==> config.mk <==
export PLATFORM = sky130hd
export DESIGN_NAME = pu_obuf_ld_responder
export DESIGN_NICKNAME = d
export VERILOG_FILES = /design/src/rtl/pu_obuf_ld_responder.sv
export SDC_FILE = /design/constraint.sdc
export NUM_CORES = 1
export LEC_CHECK = 0
export CORE_MARGIN = 2
export CORE_UTILIZATION = 35
export CTS_BUF_LIST = sky130_fd_sc_hd__clkbuf_8
export DETAILED_ROUTE_END_ITERATION = 10
export PLACE_DENSITY = 0.59
export SYNTH_ARGS = -nofsm -noshare
export SYNTH_HDL_FRONTEND = slang
export SYNTH_SLANG_ARGS = --single-unit
==> constraint.sdc <==
create_clock -name clk -period 54.3 [get_ports clk]
set_input_delay 10.86 -clock clk [delete_from_list [all_inputs] [get_ports clk]]
set_output_delay 10.86 -clock clk [all_outputs]
set_load 0.1 [all_outputs]
==> src/rtl/pu_obuf_ld_responder.sv <==
// PU OBUF load responder: accepts read beats, issues OBUF reads, and
// stores returning data in a FWFT stream FIFO guarded by a credit count.
//
// Ports:
//   clk, reset                      : clock, sync active-high reset
//   mem_req, mem_addr               : load request from address generator
//   mem_ready                       : OBUF port free (no store this cycle)
//   obuf_ld_stream_write_ready      : credit left for one more beat
//   buf_st_busy                     : store side owns the OBUF port
//   buf_rd_req, buf_rd_addr         : OBUF read port request
//   buf_rd_data                     : OBUF data, RD_LATENCY after request
//   stream_rd_req                   : consumer pop
//   stream_rd_data, stream_empty    : FIFO head and empty flag
//   idle                            : nothing stored or in flight
//   proto_err                       : sticky, request seen while not ready
module pu_obuf_ld_responder #(
  parameter int ADDR_WIDTH = 8,
  parameter int DATA_WIDTH = 256,
  parameter int RD_LATENCY = 2,
  parameter int FIFO_DEPTH = 8,
  parameter int CNT_W      = $clog2(FIFO_DEPTH + 1)
) (
  input  logic                  clk,
  input  logic                  reset,
  input  logic                  mem_req,
  input  logic [ADDR_WIDTH-1:0] mem_addr,
  output logic                  mem_ready,
  output logic                  obuf_ld_stream_write_ready,
  input  logic                  buf_st_busy,
  output logic                  buf_rd_req,
  output logic [ADDR_WIDTH-1:0] buf_rd_addr,
  input  logic [DATA_WIDTH-1:0] buf_rd_data,
  input  logic                  stream_rd_req,
  output logic [DATA_WIDTH-1:0] stream_rd_data,
  output logic                  stream_empty,
  output logic                  idle,
  output logic                  proto_err
);

  localparam int PTR_W = $clog2(FIFO_DEPTH);

  logic                  acc;
  logic                  pop;
  logic                  push;
  logic [RD_LATENCY-1:0] vld_q;
  logic [CNT_W-1:0]      credit_q;
  logic [CNT_W-1:0]      count_q;
  logic [PTR_W-1:0]      wr_ptr_q;
  logic [PTR_W-1:0]      rd_ptr_q;
  logic [DATA_WIDTH-1:0] mem_q [FIFO_DEPTH];

  assign mem_ready = ~buf_st_busy;
  assign obuf_ld_stream_write_ready =
    credit_q < CNT_W'(FIFO_DEPTH);

  assign acc = mem_req & mem_ready
             & obuf_ld_stream_write_ready;

  assign buf_rd_req  = acc;
  assign buf_rd_addr = mem_addr;

  assign push = vld_q[RD_LATENCY-1];

  assign stream_empty   = (count_q == '0);
  assign pop            = stream_rd_req & ~stream_empty;
  assign stream_rd_data = mem_q[rd_ptr_q];

  // credit covers stored plus in-flight beats
  assign idle = (credit_q == '0);

  always_ff @(posedge clk) begin
    if (reset) begin
      vld_q     <= '0;
      credit_q  <= '0;
      count_q   <= '0;
      wr_ptr_q  <= '0;
      rd_ptr_q  <= '0;
      proto_err <= 1'b0;
    end else begin
      vld_q[0] <= acc;
      for (int i = 1; i < RD_LATENCY; i++)
        vld_q[i] <= vld_q[i-1];

      if (acc && !pop)
        credit_q <= credit_q + CNT_W'(1);
      else if (!acc && pop)
        credit_q <= credit_q - CNT_W'(1);

      if (push && !pop)
        count_q <= count_q + CNT_W'(1);
      else if (!push && pop)
        count_q <= count_q - CNT_W'(1);

      if (push)
        wr_ptr_q <= wr_ptr_q + PTR_W'(1);
      if (pop)
        rd_ptr_q <= rd_ptr_q + PTR_W'(1);

      if (mem_req &&
          !(mem_ready && obuf_ld_stream_write_ready))
        proto_err <= 1'b1;
    end
  end

  // storage needs no reset; pointers define what is valid
  always_ff @(posedge clk) begin
    if (push)
      mem_q[wr_ptr_q] <= buf_rd_data;
  end

endmodule

Word-level counts from Yosys, hierarchy flattened
Memories as Yosys holds them, arrays and structs flattened. A register that Yosys moved wholly into a read port is not among the register bits. Cells that the tools add are included.

Flip-flop bits (word level): 17. RAM bits: 2048. Input bits: 269. Output and inout port bits: 270. Logic and storage cells: 41. Memories kept: 1.

Memory list: mem_q (depth 8, bits a word 256, rd ports 1, clocked after memory_dff 1, wr ports 1, RTL line 50) `logic [DATA_WIDTH-1:0] mem_q [FIFO_DEPTH];`.

Add/subtract/negate cells: 6. $lt $le $gt $ge: 1. Mux-type cells: 8. Bitwise operators: 5. Reductions and logical operators: 14.

Operators by type and width (count): $mux 4 (4); $add 4x1->4 const B (2); $logic_not 4->1 (2); $sub 4x1->4 const B (2); $add 3x1->3 const B (2); $logic_and 1x1->1 (6); $mux 3 (2); $logic_not 1->1 (4); $lt 4x4->1 const B (1); $reduce_bool 2->1 (2); $and 1x1->1 (3); $mux 1 (2); $not 1->1 (2).

Logic depth before layout (Yosys ltp)
Gate-level depths: netlist of run 1.

Depth in word-level cells: 7. Mapped depth: 9. Gate-level depth less buffers: 9.

Worst setup path after synthesis of run 1
OpenSTA, ideal clock, no wires.

Path kind: input to output. Start: input port buf_st_busy. End: output port buf_rd_req. Arrival: 12.397 ns. Data required time: 43.440 ns. Path slack: 31.043 ns. Stages on the path: 2. Path buffers: 0. Cells stage by stage: inv_1 -> and3_1.

Cells in the longest elaborated chain, start to end: 3.

RTL lines: start: declaration (RTL line 29) `input logic buf_st_busy,`; $not 1->1 (RTL line 52) `assign mem_ready = ~buf_st_busy;`; $and 1x1->1 (RTL line 56) `assign acc = mem_req & mem_ready`; $and 1x1->1 (RTL line 57) `& obuf_ld_stream_write_ready;`; end: declaration (RTL line 30) `output logic buf_rd_req,`.

No other way between the ends.

Final worst setup path of run 1
Same ends and word-level chain as after synthesis.

==> results of run 1 <==
[path summary, 6_finish.rpt]
kind                         to  slack, ps  depth (start not counted)
setup reg to reg  mem_q[5][180]      50100                          5
hold reg to reg        vld_q[1]        440                          1
setup / recovery     buf_rd_req      30670                          4
hold / removal         vld_q[1]        440                          1
[layout make-up]
class	instances	area, sq um	share of cell area (%)
antenna	11	27.53	0.02964
clock buffer	374	5147	5.542
clock inverter	242	1250	1.346
inverter	6	22.52	0.02425
multi-input combinational	846	15000	16.15
sequential	2068	61910	66.66
tap	2975	3722	4.008
timing repair buffer	587	5796	6.240
[kinds of logic after synthesis]
kind of cell	share of synthesized area (%)
XOR/XNOR	0.07872
AO/OA/AOI/OAI	0.1012
adder cells (fa/ha/maj)	0.1799
flip-flops	79.47
buffers and inverters	1.337
AND/OR/NAND/NOR	0.2458
multiplexers	18.59
[sequential cells by signal (all words and copies together) (netlist names), named ones only]
name       count
mem_q       2048
count_q        4
credit_q       4
rd_ptr_q       3
wr_ptr_q       3
vld_q          2
proto_err      1
[metrics by stage]
stage	total power, W	std cells
after global routing	0.004412	7106
after floorplan	0.002766	3074
after detailed placement	0.003008	6482
final	0.004242	7109
after CTS	0.004308	7098
after global placement	0.003005	6482
[synth_stat cells]
cell / count / share of area [%]
a211oi_1: 2 / 0.019
edfxtp_1: 2048 / 79
nor4_1: 2 / 0.016
xnor2_1: 3 / 0.034
o41ai_2: 1 / 0.021
a21oi_1: 6 / 0.039
nand2b_1: 4 / 0.032
a31oi_1: 2 / 0.016
mux4_2: 512 / 15
nand2_1: 3 / 0.014
dfxtp_1: 20 / 0.51
ha_1: 8 / 0.13
buf_4: 8 / 0.077
mux2i_1: 4 / 0.051
and3_1: 1 / 0.0080
clkbuf_1: 41 / 0.20
fa_1: 2 / 0.051
mux2_2: 258 / 3.7
o21ai_0: 1 / 0.0064
buf_2: 10 / 0.064
nor3_1: 2 / 0.013
inv_1: 6 / 0.029
nor2_1: 26 / 0.13
nand3_1: 2 / 0.013
buf_1: 42 / 0.20
buf_6: 53 / 0.77
xor2_1: 4 / 0.045
nor2b_1: 3 / 0.024
[power groups by stage]
stage               logic (W)  clock network [W]  registers [W]
global placement      0.00119                  0        0.00181
global route          0.00123            0.00140        0.00178
finish                0.00118            0.00128        0.00178
floorplan            0.000958                  0        0.00181
detailed placement    0.00119                  0        0.00182
CTS                   0.00120            0.00133        0.00178
[per-layer routing]
metal	vias to the layer above	routed length (microns)
li1	14870	-
met1	18640	70080
met2	939	81650
met3	386	14160
met4	68	4045
met5	-	420
==> flow_metrics.env, run 1 <==
export IMPL_drc=0
export IMPL_max_slew_margin_pct=19.37
export IMPL_grt_max_degree=123
export IMPL_place_port_buffers=522
export IMPL_switchingPower_w=0.001394
export IMPL_syn_area_sq_mm=0.07789
export IMPL_start_kind="input port"
export IMPL_drt_initial_drc_count=2462
export IMPL_fp_dieH_microns=475.7
export IMPL_grtUsageMet1_pct=18.72
export IMPL_areaGrowthSynthToFinish_pct=19.25
export IMPL_syn_avg_cell_area_sq_um=25.34
export IMPL_grt_use_met2_pct=23.54
export IMPL_track_usage_pct=14.82
export IMPL_overflow=0
export IMPL_crit_fanout=3
export IMPL_io_pins=539
export IMPL_clockBufferDepth=4
export IMPL_crit_type="input port to output pin"
export IMPL_cts_root_buf="clkbuf_8"
export IMPL_cpPeakStageDelay_ps=1150
export IMPL_path_common_cell="clkdlybuf4s50_1"
export IMPL_first_pass_iters=5
export IMPL_die_area_sq_mm=0.2263
export IMPL_critical_path_arrival_ps=12770
export IMPL_drive_gt1_share_pct=30.92
export IMPL_hold_ws_ps=443.7
export IMPL_gp_congestion=0.7145
export IMPL_ir_drop_uv=34.73
export IMPL_wirelength_mm=170.4
export IMPL_status="completed"
export IMPL_worstMarginPinSlew_ps=1206
export IMPL_row_count=173
export IMPL_setup_slack_ps=30670
export IMPL_syn_inst=3074
export IMPL_hold_class="register to register"
export IMPL_crit_chain="clkdlybuf4s50_1 -> inv_1 -> and3_1 -> clkdlybuf4s50_1"
export IMPL_skew_ps=84.20
export IMPL_antenna_found_initial=44
export IMPL_final_util_pct=41.90
export IMPL_seq_power_share_pct=42.0
export IMPL_min_period_ps=23630
export IMPL_numCtsBuffers=360
export IMPL_clock_fmax_mhz=42.32
export IMPL_cts_sinks=2068
export IMPL_busiest_layer="met2"
export IMPL_drv_cap=0
export IMPL_fin_area_sq_mm=0.09288
export IMPL_pwr_share_clk_pct=30.3
export IMPL_yosys_warnings=0
export IMPL_grt_first_pass_wirelength_mm=247.3
export IMPL_ant_nets=0
export IMPL_pwr_share_comb_pct=27.7
export IMPL_ys_seq_area_share_pct=79.47
export IMPL_worst_setup_hold_path_clk_slew_ps=60
export IMPL_crit_buf_inv=3
export IMPL_cts_max_level=5
export IMPL_cts_resized=0
export IMPL_via_per_inst=4.909
export IMPL_setup_violations=0
export IMPL_leakage_nw=28.50
export IMPL_most_common_layout_cells="edfxtp_1, clkdlybuf4s50_1, mux4_2"
export IMPL_fillCellCount=19290
export IMPL_end_kind="output pin"
export IMPL_worst_skew_pair_late_latency_ps=1050
export IMPL_cts_setup_buffers=0
export IMPL_vias=34900
export IMPL_pwr_density_cell_mw_per_mm2=45.68
export IMPL_synth_nets=3353
export IMPL_fin_crit_sh_pct=43.52
export IMPL_crit_family="buffers and inverters"
export IMPL_reg2reg_from="vld_q[1]"
export IMPL_final_nets=4148
export IMPL_finalMaxSlewViolations=0
export IMPL_rsz0062_at_grt="false"
export IMPL_switching_share_pct=32.85
export IMPL_fp_coreArea_sq_mm=0.2217
export IMPL_dp_slack_ps=30670
export IMPL_crit_start="buf_st_busy"
export IMPL_grt_pass1_vias=37200
export IMPL_cp_data_required_time_ps=43440
export IMPL_power_internal_w=0.002849
export IMPL_crit_slowest_cell="clkdlybuf4s50_1"
export IMPL_ys_seq_elements=2068
export IMPL_wl_per_cell_microns=23.96
export IMPL_cts_tree="done"
export IMPL_grt_use_met3_pct=5.720
export IMPL_min_from="vld_q[0]"
export IMPL_placed_area_sq_mm=0.08645
export IMPL_ys_types=28
export IMPL_hold_viol_final=0
export IMPL_hpwl_mm=92.63
export IMPL_ctsHoldBuffers=0
export IMPL_die_width_microns=475.7
export IMPL_fin_setup_tns_ps=0
export IMPL_start_util_pct=35.14
export IMPL_final_common_cell="edfxtp_1"
No activity file was read; power rests on OpenSTA's default activity.
==> inputs of run 2 (changes only) <==
==> constraint.sdc (replaced) <==
create_clock -name clk -period 22.3 [get_ports clk]
set_input_delay 4.46 -clock clk [delete_from_list [all_inputs] [get_ports clk]]
set_output_delay 4.46 -clock clk [all_outputs]
set_load 0.1 [all_outputs]
==> flow_metrics.env, run 2 (same netlist as run 1, synthesis figures left out) <==
export IMPL_vias=34760
export IMPL_row_count=173
export IMPL_max_slew_margin_pct=16.52
export IMPL_min_period_ps=11530
export IMPL_crit_fanout=139
export IMPL_ctsHoldBuffers=0
export IMPL_wl_per_cell_microns=24.11
export IMPL_cts_resized=0
export IMPL_critical_path_arrival_ps=7070
export IMPL_clock_fmax_mhz=86.77
export IMPL_hpwl_mm=92.54
export IMPL_pwr_density_cell_mw_per_mm2=110.3
export IMPL_fp_coreArea_sq_mm=0.2217
export IMPL_clockBufferDepth=4
export IMPL_cts_tree="done"
export IMPL_finalMaxSlewViolations=0
export IMPL_hold_viol_final=0
export IMPL_antenna_found_initial=42
export IMPL_hold_class="register to register"
export IMPL_placed_area_sq_mm=0.08646
export IMPL_most_common_layout_cells="edfxtp_1, clkdlybuf4s50_1, mux4_2"
export IMPL_cts_sinks=2068
export IMPL_die_area_sq_mm=0.2263
export IMPL_cts_root_buf="clkbuf_8"
export IMPL_setup_violations=0
export IMPL_final_nets=4140
export IMPL_grt_first_pass_wirelength_mm=246.2
export IMPL_worst_skew_pair_late_latency_ps=1040
export IMPL_track_usage_pct=14.82
export IMPL_fin_area_sq_mm=0.09256
export IMPL_drive_gt1_share_pct=30.62
export IMPL_ir_drop_uv=96.61
export IMPL_leakage_nw=28.32
export IMPL_io_pins=539
export IMPL_die_width_microns=475.7
export IMPL_fillCellCount=19270
export IMPL_cts_setup_buffers=0
export IMPL_numCtsBuffers=353
export IMPL_overflow=0
export IMPL_fin_crit_sh_pct=51.68
export IMPL_start_kind="register"
export IMPL_grt_max_degree=140
export IMPL_switching_share_pct=33.09
export IMPL_final_common_cell="edfxtp_1"
export IMPL_end_kind="output pin"
export IMPL_ant_nets=0
export IMPL_power_internal_w=0.006829
export IMPL_setup_slack_ps=10770
export IMPL_worst_setup_hold_path_clk_slew_ps=60
export IMPL_rsz0062_at_grt="false"
export IMPL_hold_ws_ps=443.2
export IMPL_pwr_share_comb_pct=28.1
export IMPL_top_regs="mem_q x2048, count_q x4, credit_q x4"
export IMPL_grt_pass1_vias=36870
export IMPL_crit_type="register to output pin"
export IMPL_largest_reg_flops=2048
export IMPL_first_pass_iters=7
export IMPL_seq_power_share_pct=42.5
export IMPL_drv_cap=0
export IMPL_dp_slack_ps=11520
export IMPL_cts_max_level=5
export IMPL_switchingPower_w=0.003377
export IMPL_areaGrowthSynthToFinish_pct=18.84
export IMPL_fp_dieH_microns=475.7
export IMPL_fin_setup_tns_ps=0
export IMPL_wirelength_mm=170.9
export IMPL_regToRegSetupSlack_ps=17940
export IMPL_drt_initial_drc_count=2384
export IMPL_via_per_inst=4.904
export IMPL_skew_ps=78.27
export IMPL_worstMarginPinSlew_ps=1248
export IMPL_top_register="mem_q"
export IMPL_start_util_pct=35.14
export IMPL_cp_data_required_time_ps=17840
export IMPL_status="completed"
export IMPL_drc=0
export IMPL_gp_congestion=0.7139
export IMPL_pwr_share_clk_pct=29.4
export IMPL_place_port_buffers=522
## run 2: cell count changes in the layout (fill, tap and decap cells not counted), moves of 4 or more
cell,previous run,this run
clkinv_1,89,75
inv_1,107,117
clkinvlp_4,4,12
inv_6,0,5
clkbuf_8,374,358
bufinv_16,10,6
clkinv_2,35,26
## run 2: routing by layer
layer,GRT usage [%],part of all wire [%]
met1,18.82,41
met2,23.76,48
met3,5.217,7.9
met4,4.781,2.4
met5,0,0.22
## run 2: worst max-delay path, stage by stage (launching register included)
cell	delay (ps)
dfxtp_4	920
buf_4	730
buf_4	900
buf_4	690
buf_12	600
mux4_2	410
mux2_2	280
clkdlybuf4s50_1	1050
## run 2: final timing paths
kind,endpoint,start,cells after the start
hold / removal,vld_q[1],vld_q[0],1
setup / recovery,stream_rd_data[150],register,7
setup reg to reg,mem_q[4][67],vld_q[1],5
hold reg to reg,vld_q[1],vld_q[0],1
## run 2: cell type report
type                       instances  area [sq um]  area share, %
timing repair buffer             586          5801          6.267
inverter                           6         22.52        0.02433
tap                             2975          3722          4.021
clock inverter                   235          1142          1.234
clock buffer                     358          4927          5.323
multi-input combinational        846         15000          16.21
antenna                           14         35.03        0.03785
sequential                      2068         61910          66.88
## run 2: per-stage QoR
step                      total power [W]  instances  util, %
after floorplan                  0.006736       3074        -
after global placement           0.007312       6481    39.01
after detailed placement         0.007319       6481    39.01
after CTS                         0.01036       7074    41.74
after global routing              0.01061       7083    41.76
final                             0.01021       7088    41.76
## run 2: power groups by stage
stage	sequential [W]	combinational, W	clock [W]
2_1_floorplan	0.00440	0.00233	0
3_3_place_gp	0.00442	0.00289	0
3_5_place_dp	0.00442	0.00290	0
4_1_cts	0.00434	0.00291	0.00311
5_1_grt	0.00434	0.00299	0.00327
6_report	0.00434	0.00286	0.00300
